===== config.mk =====
export PLATFORM = sky130hd
export DESIGN_NAME = trap_ctrl_flat
export DESIGN_NICKNAME = d
export VERILOG_FILES = /design/src/rtl/trap_ctrl_pkg.sv /design/src/rtl/trap_ctrl_if.sv /design/src/rtl/trap_ctrl.sv /design/src/flat_wrapper.sv
export SDC_FILE = /design/constraint.sdc
export NUM_CORES = 1
export LEC_CHECK = 0
export CORE_ASPECT_RATIO = 0.7
export CORE_MARGIN = 2
export CORE_UTILIZATION = 34
export DETAILED_ROUTE_END_ITERATION = 8
export GPL_TIMING_DRIVEN = 0
export PLACE_DENSITY = 0.82
export SYNTH_ARGS = -nofsm -noshare
export SYNTH_HDL_FRONTEND = slang
export SYNTH_SLANG_ARGS = --single-unit

===== constraint.sdc =====
create_clock -name clk -period 2.2 [get_ports clk]
set_input_delay 0.33 -clock clk [delete_from_list [all_inputs] [get_ports clk]]
set_output_delay 0.33 -clock clk [all_outputs]
set_load 0.02 [all_outputs]

===== src/rtl/trap_ctrl_pkg.sv =====
`default_nettype none
// ============================================================================
// Module      : trap_ctrl_pkg
// Description : Shared CSR addresses, default cause codes and FSM state
//               encoding for the trap controller.
// Revision    : 1.0 - initial release
// ============================================================================
package trap_ctrl_pkg;

    // Machine-mode CSR addresses touched by the trap sequence
    localparam logic [31:0] CSR_MTVEC  = 32'h0000_0305;
    localparam logic [31:0] CSR_MEPC   = 32'h0000_0341;
    localparam logic [31:0] CSR_MCAUSE = 32'h0000_0342;

    // Default mcause codes (overridable through the top-level parameters)
    localparam logic [31:0] CAUSE_ECALL_DEF   = 32'd11;
    localparam logic [31:0] CAUSE_EBREAK_DEF  = 32'd3;
    localparam logic [31:0] CAUSE_EXT_INT_DEF = 32'h8000_000B;

    // Trap sequencer states
    typedef enum logic [2:0] {
        IDLE      = 3'd0,
        WR_MEPC   = 3'd1,
        WR_MCAUSE = 3'd2,
        TRAP_JMP  = 3'd3,
        RET_JMP   = 3'd4
    } trap_state_e;

endpackage : trap_ctrl_pkg
`default_nettype wire


===== src/rtl/trap_ctrl_if.sv =====
`default_nettype none
// ============================================================================
// Module      : trap_ctrl_if
// Description : Pipeline / CSR-file / PC-redirect signals of the trap
//               controller. The controller connects through the slave
//               modport, the surrounding pipeline through the master modport.
// Revision    : 1.0 - initial release
// ============================================================================
interface trap_ctrl_if;

    // Events and context from the execute stage
    logic        ecall_i;
    logic        ebreak_i;
    logic        mret_i;
    logic        int_flag_i;
    logic [31:0] inst_addr_i;
    logic        jump_flag_i;
    logic [31:0] jump_addr_i;
    logic        ex_csr_we_i;

    // CSR file port
    logic        csr_we_o;
    logic [31:0] csr_waddr_o;
    logic [31:0] csr_wdata_o;
    logic [31:0] csr_raddr_o;
    logic [31:0] csr_rdata_i;

    // Pipeline control
    logic        hold_flag_o;
    logic        int_assert_o;
    logic [31:0] int_addr_o;

    modport slave (
        input  ecall_i, ebreak_i, mret_i, int_flag_i, inst_addr_i,
               jump_flag_i, jump_addr_i, ex_csr_we_i, csr_rdata_i,
        output csr_we_o, csr_waddr_o, csr_wdata_o, csr_raddr_o,
               hold_flag_o, int_assert_o, int_addr_o
    );

    modport master (
        output ecall_i, ebreak_i, mret_i, int_flag_i, inst_addr_i,
               jump_flag_i, jump_addr_i, ex_csr_we_i, csr_rdata_i,
        input  csr_we_o, csr_waddr_o, csr_wdata_o, csr_raddr_o,
               hold_flag_o, int_assert_o, int_addr_o
    );

endinterface : trap_ctrl_if
`default_nettype wire


===== src/rtl/trap_ctrl.sv =====
`default_nettype none
// ============================================================================
// Module      : trap_ctrl
// Description : Trap/interrupt sequencer. Saves mepc and mcause through the
//               shared CSR write port (yielding to execute-stage writes),
//               then redirects the PC to mtvec; mret redirects to mepc.
// Revision    : 1.0 - initial release
// ============================================================================
module trap_ctrl
    import trap_ctrl_pkg::*;
#(
    parameter logic [31:0] CAUSE_ECALL   = CAUSE_ECALL_DEF,
    parameter logic [31:0] CAUSE_EBREAK  = CAUSE_EBREAK_DEF,
    parameter logic [31:0] CAUSE_EXT_INT = CAUSE_EXT_INT_DEF
) (
    input  logic             clk,
    input  logic             rst,
    trap_ctrl_if.slave       bus
);

    trap_state_e state_q, state_d;
    logic [31:0] epc_q,   epc_d;
    logic [31:0] cause_q, cause_d;

    logic        csr_we;
    logic [31:0] csr_waddr;
    logic [31:0] csr_wdata;
    logic [31:0] csr_raddr;
    logic        hold_flag;
    logic        int_assert;
    logic [31:0] int_addr;

    // State and trap-context registers, cleared asynchronously by reset
    always_ff @(posedge clk or negedge rst) begin
        if (!rst) begin
            state_q <= IDLE;
            epc_q   <= 32'd0;
            cause_q <= 32'd0;
        end else begin
            state_q <= state_d;
            epc_q   <= epc_d;
            cause_q <= cause_d;
        end
    end

    // Next-state and output decode; everything is forced low while in reset
    always_comb begin
        state_d    = state_q;
        epc_d      = epc_q;
        cause_d    = cause_q;
        csr_we     = 1'b0;
        csr_waddr  = 32'd0;
        csr_wdata  = 32'd0;
        csr_raddr  = 32'd0;
        hold_flag  = 1'b0;
        int_assert = 1'b0;
        int_addr   = 32'd0;

        case (state_q)
            IDLE: begin
                // Fixed priority: ecall > ebreak > mret > external interrupt
                if (bus.ecall_i) begin
                    epc_d     = bus.inst_addr_i;
                    cause_d   = CAUSE_ECALL;
                    state_d   = WR_MEPC;
                    hold_flag = 1'b1;
                end else if (bus.ebreak_i) begin
                    epc_d     = bus.inst_addr_i;
                    cause_d   = CAUSE_EBREAK;
                    state_d   = WR_MEPC;
                    hold_flag = 1'b1;
                end else if (bus.mret_i) begin
                    state_d   = RET_JMP;
                    hold_flag = 1'b1;
                end else if (bus.int_flag_i) begin
                    // A redirect in flight means the target is the resume PC
                    epc_d     = bus.jump_flag_i ? bus.jump_addr_i : bus.inst_addr_i;
                    cause_d   = CAUSE_EXT_INT;
                    state_d   = WR_MEPC;
                    hold_flag = 1'b1;
                end
            end
            WR_MEPC: begin
                csr_we    = 1'b1;
                csr_waddr = CSR_MEPC;
                csr_wdata = epc_q;
                hold_flag = 1'b1;
                // Execute owns the CSR port this cycle: repeat the write
                if (!bus.ex_csr_we_i) state_d = WR_MCAUSE;
            end
            WR_MCAUSE: begin
                csr_we    = 1'b1;
                csr_waddr = CSR_MCAUSE;
                csr_wdata = cause_q;
                hold_flag = 1'b1;
                if (!bus.ex_csr_we_i) state_d = TRAP_JMP;
            end
            TRAP_JMP: begin
                csr_raddr  = CSR_MTVEC;
                int_addr   = bus.csr_rdata_i;
                int_assert = 1'b1;
                hold_flag  = 1'b1;
                state_d    = IDLE;
            end
            RET_JMP: begin
                csr_raddr  = CSR_MEPC;
                int_addr   = bus.csr_rdata_i;
                int_assert = 1'b1;
                hold_flag  = 1'b1;
                state_d    = IDLE;
            end
            default: state_d = IDLE;
        endcase

        if (!rst) begin
            csr_we     = 1'b0;
            csr_waddr  = 32'd0;
            csr_wdata  = 32'd0;
            csr_raddr  = 32'd0;
            hold_flag  = 1'b0;
            int_assert = 1'b0;
            int_addr   = 32'd0;
        end
    end

    assign bus.csr_we_o     = csr_we;
    assign bus.csr_waddr_o  = csr_waddr;
    assign bus.csr_wdata_o  = csr_wdata;
    assign bus.csr_raddr_o  = csr_raddr;
    assign bus.hold_flag_o  = hold_flag;
    assign bus.int_assert_o = int_assert;
    assign bus.int_addr_o   = int_addr;

endmodule : trap_ctrl
`default_nettype wire


===== src/flat_wrapper.sv =====
// flat-port wrapper written by rule: the top's interface ports become plain ports
module trap_ctrl_flat import trap_ctrl_pkg::*;
#(
    parameter logic [31:0] CAUSE_ECALL   = CAUSE_ECALL_DEF,
    parameter logic [31:0] CAUSE_EBREAK  = CAUSE_EBREAK_DEF,
    parameter logic [31:0] CAUSE_EXT_INT = CAUSE_EXT_INT_DEF
)
  (clk, rst, bus_ecall_i, bus_ebreak_i, bus_mret_i, bus_int_flag_i, bus_inst_addr_i, bus_jump_flag_i, bus_jump_addr_i, bus_ex_csr_we_i, bus_csr_rdata_i, bus_csr_we_o, bus_csr_waddr_o, bus_csr_wdata_o, bus_csr_raddr_o, bus_hold_flag_o, bus_int_assert_o, bus_int_addr_o);
  trap_ctrl_if bus_i ();
  input  logic clk;
  input  logic rst;
  input wire logic [$bits(bus_i.ecall_i)-1:0] bus_ecall_i;
  input wire logic [$bits(bus_i.ebreak_i)-1:0] bus_ebreak_i;
  input wire logic [$bits(bus_i.mret_i)-1:0] bus_mret_i;
  input wire logic [$bits(bus_i.int_flag_i)-1:0] bus_int_flag_i;
  input wire logic [$bits(bus_i.inst_addr_i)-1:0] bus_inst_addr_i;
  input wire logic [$bits(bus_i.jump_flag_i)-1:0] bus_jump_flag_i;
  input wire logic [$bits(bus_i.jump_addr_i)-1:0] bus_jump_addr_i;
  input wire logic [$bits(bus_i.ex_csr_we_i)-1:0] bus_ex_csr_we_i;
  input wire logic [$bits(bus_i.csr_rdata_i)-1:0] bus_csr_rdata_i;
  output wire logic [$bits(bus_i.csr_we_o)-1:0] bus_csr_we_o;
  output wire logic [$bits(bus_i.csr_waddr_o)-1:0] bus_csr_waddr_o;
  output wire logic [$bits(bus_i.csr_wdata_o)-1:0] bus_csr_wdata_o;
  output wire logic [$bits(bus_i.csr_raddr_o)-1:0] bus_csr_raddr_o;
  output wire logic [$bits(bus_i.hold_flag_o)-1:0] bus_hold_flag_o;
  output wire logic [$bits(bus_i.int_assert_o)-1:0] bus_int_assert_o;
  output wire logic [$bits(bus_i.int_addr_o)-1:0] bus_int_addr_o;
  assign bus_i.ecall_i = bus_ecall_i;
  assign bus_i.ebreak_i = bus_ebreak_i;
  assign bus_i.mret_i = bus_mret_i;
  assign bus_i.int_flag_i = bus_int_flag_i;
  assign bus_i.inst_addr_i = bus_inst_addr_i;
  assign bus_i.jump_flag_i = bus_jump_flag_i;
  assign bus_i.jump_addr_i = bus_jump_addr_i;
  assign bus_i.ex_csr_we_i = bus_ex_csr_we_i;
  assign bus_i.csr_rdata_i = bus_csr_rdata_i;
  assign bus_csr_we_o = bus_i.csr_we_o;
  assign bus_csr_waddr_o = bus_i.csr_waddr_o;
  assign bus_csr_wdata_o = bus_i.csr_wdata_o;
  assign bus_csr_raddr_o = bus_i.csr_raddr_o;
  assign bus_hold_flag_o = bus_i.hold_flag_o;
  assign bus_int_assert_o = bus_i.int_assert_o;
  assign bus_int_addr_o = bus_i.int_addr_o;
  trap_ctrl #(.CAUSE_ECALL(CAUSE_ECALL), .CAUSE_EBREAK(CAUSE_EBREAK), .CAUSE_EXT_INT(CAUSE_EXT_INT)) u_core (.clk(clk), .rst(rst), .bus(bus_i));
endmodule

; Word level (Yosys, flattened, before mapping)
; Index checks and enable logic that the tools add are counted.
[totals]
ff_bits = 67
inputBits = 104
output_inout_bits = 131
elab_cells = 52
[classes]
n_eq_ne = 8
muxes = 34
reduce_logical = 7
[op_table]
columns = cell, n
row1 = 32-bit two-way mux, 12
row2 = 32-bit case mux with 2 select lines, 1
row3 = 10-bit case mux with 2 select lines, 2
row4 = 10-bit two-way mux, 2
row5 = 3-bit two-way mux, 6
row6 = 1-bit two-way mux, 9
row7 = 3-bit case mux with 3 select lines, 1
row8 = 3-bit by 2-bit equality test with 1-bit output (second input constant), 2
row9 = 3-bit AND reduction, 2
row10 = 5-bit inequality test (second input constant), 1
row11 = 2-bit inequality test (second input constant), 2
row12 = 2-bit OR reduction, 2
row13 = 4-bit OR reduction, 1
row14 = 3-bit by 1-bit equality test with 1-bit output (second input constant), 1
row15 = 3-bit equality test (second input constant), 1
row16 = 3-bit zero test, 1
row17 = 3-bit inequality test (second input constant), 1
row18 = 3-bit nonzero test, 1
row19 = 1-bit case mux with 2 select lines, 1

; Depth between registers and ports, before layout
[depth]
word_depth = 6
depth_mapped = 6
ltp_nobuf = 3

; Least setup slack after synthesis
; Ideal clock, no wire load.
[synth_path]
path_kind = register -> output
start = reg u_core.state_q[1]
end = out bus_int_addr_o[22]
t_arrival_ps = 1496
t_required_ps = 1870
slack_ps = 374
path_stages_with_launch = 5
n_path_buf = 1
cell_sequence = dfrtp_1 or3b_1 a21boi_2 buf_2 and2_1
[synth_via]
elab_chain_cells = 4
[synth_rtl]
columns = item, line
row1 = from (decl), trap_ctrl.sv:21  ; trap_state_e state_q, state_d;
row2 = from (signal assigned), trap_ctrl.sv:40  ; state_q <= state_d;
row3 = 3-bit by 2-bit equality test with 1-bit output / 3-bit equality test (equally long branches), trap_ctrl.sv:59  ; case (state_q)
row4 = 2-bit OR reduction (no source line) (*), n/a
row5 = 32-bit two-way mux (*), trap_ctrl.sv:59
row6 = 32-bit two-way mux (*), trap_ctrl.sv:115  ; if (!rst) begin
row7 = to (decl), flat_wrapper.sv:27  ; output wire logic [$bits(bus_i.int_addr_o)-1:0] bus_int_addr_o;
; Every way passes the cells marked *; elsewhere a longest branch is shown, timed or not.

; Worst setup path after layout
[layout_path]
start = reg u_core.state_q[2]
end = out bus_csr_waddr_o[1]
[layout_via]
elab_chain_cells = 3
[layout_rtl]
columns = item, line
row1 = 3-bit by 2-bit equality test with 1-bit output / 3-bit by 1-bit equality test with 1-bit output (equally long branches), trap_ctrl.sv:59
row2 = 10-bit case mux with 2 select lines (*), trap_ctrl.sv:59
row3 = 10-bit two-way mux (*), trap_ctrl.sv:115
row4 = to (decl), flat_wrapper.sv:22  ; output wire logic [$bits(bus_i.csr_waddr_o)-1:0] bus_csr_waddr_o;
; Marks and branches as above.

==> flow_summary_export.csv <==
group,metric,value,unit
grt,grt_usage,0.178,
timing,fmax,464,MHz
critical_path,end_kind,"output pin",
final_layout,num_antenna_cells,0,
synth,synthArstFlopShare,1.00,
timing,finalHoldViolCount,0,
run,maxCapViolations,0,
critical_path,cp_num_buf_inv,2,
power,power_frac_clock,0.173,
routing,drt_iter0_drc,58,
floorplan,fp.dieArea,9650,sq um
grt,grt_pass1_wl,13500,um
critical_path,cp-start-kind,"flip-flop",
critical_path,worstReg2RegStart,"u_core.state_q[2]",
timing,fin_worst_skew,0.00404,ns
critical_path,path_class,"reg2out",
synth,synth_edf_count,0,
placement,gp_congestion,0.816,
critical_path,reg2reg_slack,0.46,ns
final_layout,syn_to_final_growth,75.4,%
routing,dr.pass1.iters,4,
critical_path,rr_worst_depth,6,
routing,top_layer,"met4",
final_layout,drive_gt1_frac,0.460,
critical_path,required,1.87,ns
routing,antenna_left,0,
synth,ys_ff_latch,38,
critical_path,cp.depth,3,
timing,layout_setup_ws,0.0434,ns
floorplan,boundaryPins,235,
placement,place_area,5180,sq um
synth,yosysUniqueCellTypes,35,
synth,synthCells,280,
final_layout,layout_commonest_cell,"clkdlybuf4s50_1",
synth,yosysWarnings,0,
power,share_seq_of_total_power,0.257,
timing,final_max_slew_viol_count,0,
critical_path,crit_family,"buffers and inverters",
critical_path,max_stage_delay,0.63,ns
grt,antenna_found_initial,0,
critical_path,crit_path_cell_trace,"buf_4 -> and4bb_2 -> clkdlybuf4s50_1",
clock_network,h-tree-depth,2,
power,ir_worst_vdd,429,uV
critical_path,critPathSlowestCell,"clkdlybuf4s50_1",
floorplan,fp.dieH,82.8,um
synth,synth_area,3020,sq um
grt,grt_overflow,0,
hold_path,min_path_type,"in2async",
critical_path,endpoint,"bus_csr_waddr_o[1]",
power,power.leakage,2.64,nW
routing,routed_wl,9020,um
routing,met2RoutedLength,4580,um
routing,wire_per_inst,14.0,um
critical_path,crit_start,"u_core.state_q[2]",
placement,port_buffers,180,
critical_path,rr_endpoint,"u_core.epc_q[23]",
floorplan,fp-row-count,28,
synth,synth_flop_cell,"dfrtp_1",
power,pwr-share-comb,0.570,
floorplan,die-width,117,um
timing,setup_viol,0,
clock_network,worstSkewPairLatency,0.28,ns
power,switching_share,0.344,
timing,fin_crit_sh,0.980,
timing,tns,0,ns
floorplan,core-area,8550,sq um
final_layout,final_cell_mix,"clkdlybuf4s50_1 (105), buf_4 (76), conb_1 (54), and2_1 (50), buf_2 (46)",
grt,grt_max_degree,44,
floorplan,start_util,0.353,
final_layout,final_util,0.619,
routing,via_per_inst,4.04,
run_status,status,"completed",
power,powerDensity,901,nW/um^2
placement,hpwl,7270,um
routing,vias,2611,
critical_path,worstPathMaxFanout,10,
final_layout,num-fill-cells,782,
power,switching_power,1.64,mW
power,internal-power,3.13,mW
clock_network,clk_path_buf_depth,2,
clock_network,clockRootBuffer,"clkbuf_16",
routing,wl_met3,711,um
clock_network,clk_pin_slew,0.05,ns
routing,drcViolationCount,0,
clock_network,cts_buffers,5,
routing,wl_met1,3650,um
grt,grt_pass1_vias,2653,
placement,dp_slack,-0.385,ns
synth,syn-mean-instance-area,10.8,sq um
clock_network,clock-sinks,38,
critical_path,worstPathArrival,1.83,ns
final_layout,final_cell_area,5290,sq um
final_layout,nNetsFinal,630,
synth,synth-seq-area-share,0.315,
clock_network,cts_tree,"yes",
timing,period_needed,2.16,ns
-- kinds of logic (layout without fill, tap and decap cells) --
| logic type | count (synthesis) | count (layout) | share of synthesized area |
|---|---|---|---|
| simple gates | 88 | 88 | 0.186 |
| compound gates | 11 | 11 | 0.0261 |
| mux | 64 | 64 | 0.275 |
| flops | 38 | 38 | 0.315 |
| buf+inv | 78 | 271 | 0.196 |
| other cells | 1 | 54 | 0.00124 |
-- through the flow --
| stage | power (mW) | instances | hold WS, ns |
|---|---|---|---|
| after floorplan | 2.99 | 333 | 0.0344 |
| after CTS | 4.79 | 646 | 0.0444 |
| after global placement | 3.93 | 633 | 0.453 |
| after global routing | 5.04 | 646 | 0.0454 |
| final | 4.76 | 646 | 0.0305 |
| after detailed placement | 4.00 | 634 | 0.133 |
-- worst reg2reg max path: stages, from the launching register on --
cell and delay [ns]:
dfrtp_1 0.38, buf_4 0.18, nor3_4 0.28, o21a_1 0.18, buf_6 0.15, buf_12 0.16
mux2_4 0.31
-- layer usage --
metal,global-route usage,vias up
li1,-,1302
met1,0.212,1197
met2,0.322,106
met3,0.0453,6
met4,0.0353,0
met5,0,-
-- cells in the mapped netlist (2+ instances only) --
library cell / instances / area, sq um
buf_4: 62 / 465
and2_1: 60 / 375
dfrtp_1: 38 / 951
mux2_2: 35 / 394
mux2_4: 29 / 435
nand2_1: 7 / 26.3
buf_2: 5 / 25.0
a21oi_1: 3 / 15.0
buf_12: 3 / 60.1
clkbuf_2: 3 / 15.0
nor2_1: 3 / 11.3
a22o_1: 2 / 17.5
and4bb_2: 2 / 25.0
clkbuf_1: 2 / 7.51
inv_1: 2 / 7.51
nand2b_1: 2 / 12.5
nor2b_1: 2 / 12.5
o21ai_0: 2 / 10.0
or2_2: 2 / 12.5
-- power by group through the flow --
stage / clock, mW / sequential (mW) / combinational (mW)
after floorplan: 0 / 1.16 / 1.82
after global placement: 0 / 1.22 / 2.72
after detailed placement: 0 / 1.23 / 2.77
after CTS: 0.837 / 1.22 / 2.73
after global routing: 0.873 / 1.27 / 2.89
final: 0.825 / 1.22 / 2.72
-- cell type report --
class | count | area, sq um | area share
Timing Repair Buffer | 187 | 1650 | 0.311
Clock buffer | 6 | 139 | 0.0263
Inverter | 2 | 7.51 | 0.00142
Clock inverter | 1 | 30.0 | 0.00568
Multi-Input combinational cell | 217 | 1740 | 0.329
Buffer | 75 | 623 | 0.118
Tap cell | 120 | 150 | 0.0284
Sequential cell | 38 | 951 | 0.180
-- state kept, by name, indices dropped and copies added (netlist names) --
register and flops:
u_core.epc_q 32, u_core.cause_q 3, u_core.state_q 3
-- how the worst min path moves through the flow --
stage                       from                end  slack [ns]  depth (start not counted)
2_1_floorplan                rst  u_core.cause_q[1]        0.03                          0
3_3_place_gp   u_core.cause_q[1]  u_core.cause_q[1]        0.45                          1
5_1_grt                      rst   u_core.epc_q[10]        0.05                          2
4_1_cts                      rst   u_core.epc_q[13]        0.04                          2
3_5_place_dp                 rst   u_core.epc_q[12]        0.13                          1
6_report                     rst   u_core.epc_q[13]        0.03                          2
-- what timing repair did --
item                       4_1_cts  5_1_grt
pin swaps                        2        3
hold endpoints to repair         1        0
hold buffers                     1        0
resized for setup              288       59
setup endpoints to repair       74       55
setup buffers                    4        1
No activity file was read; power rests on OpenSTA's default activity.
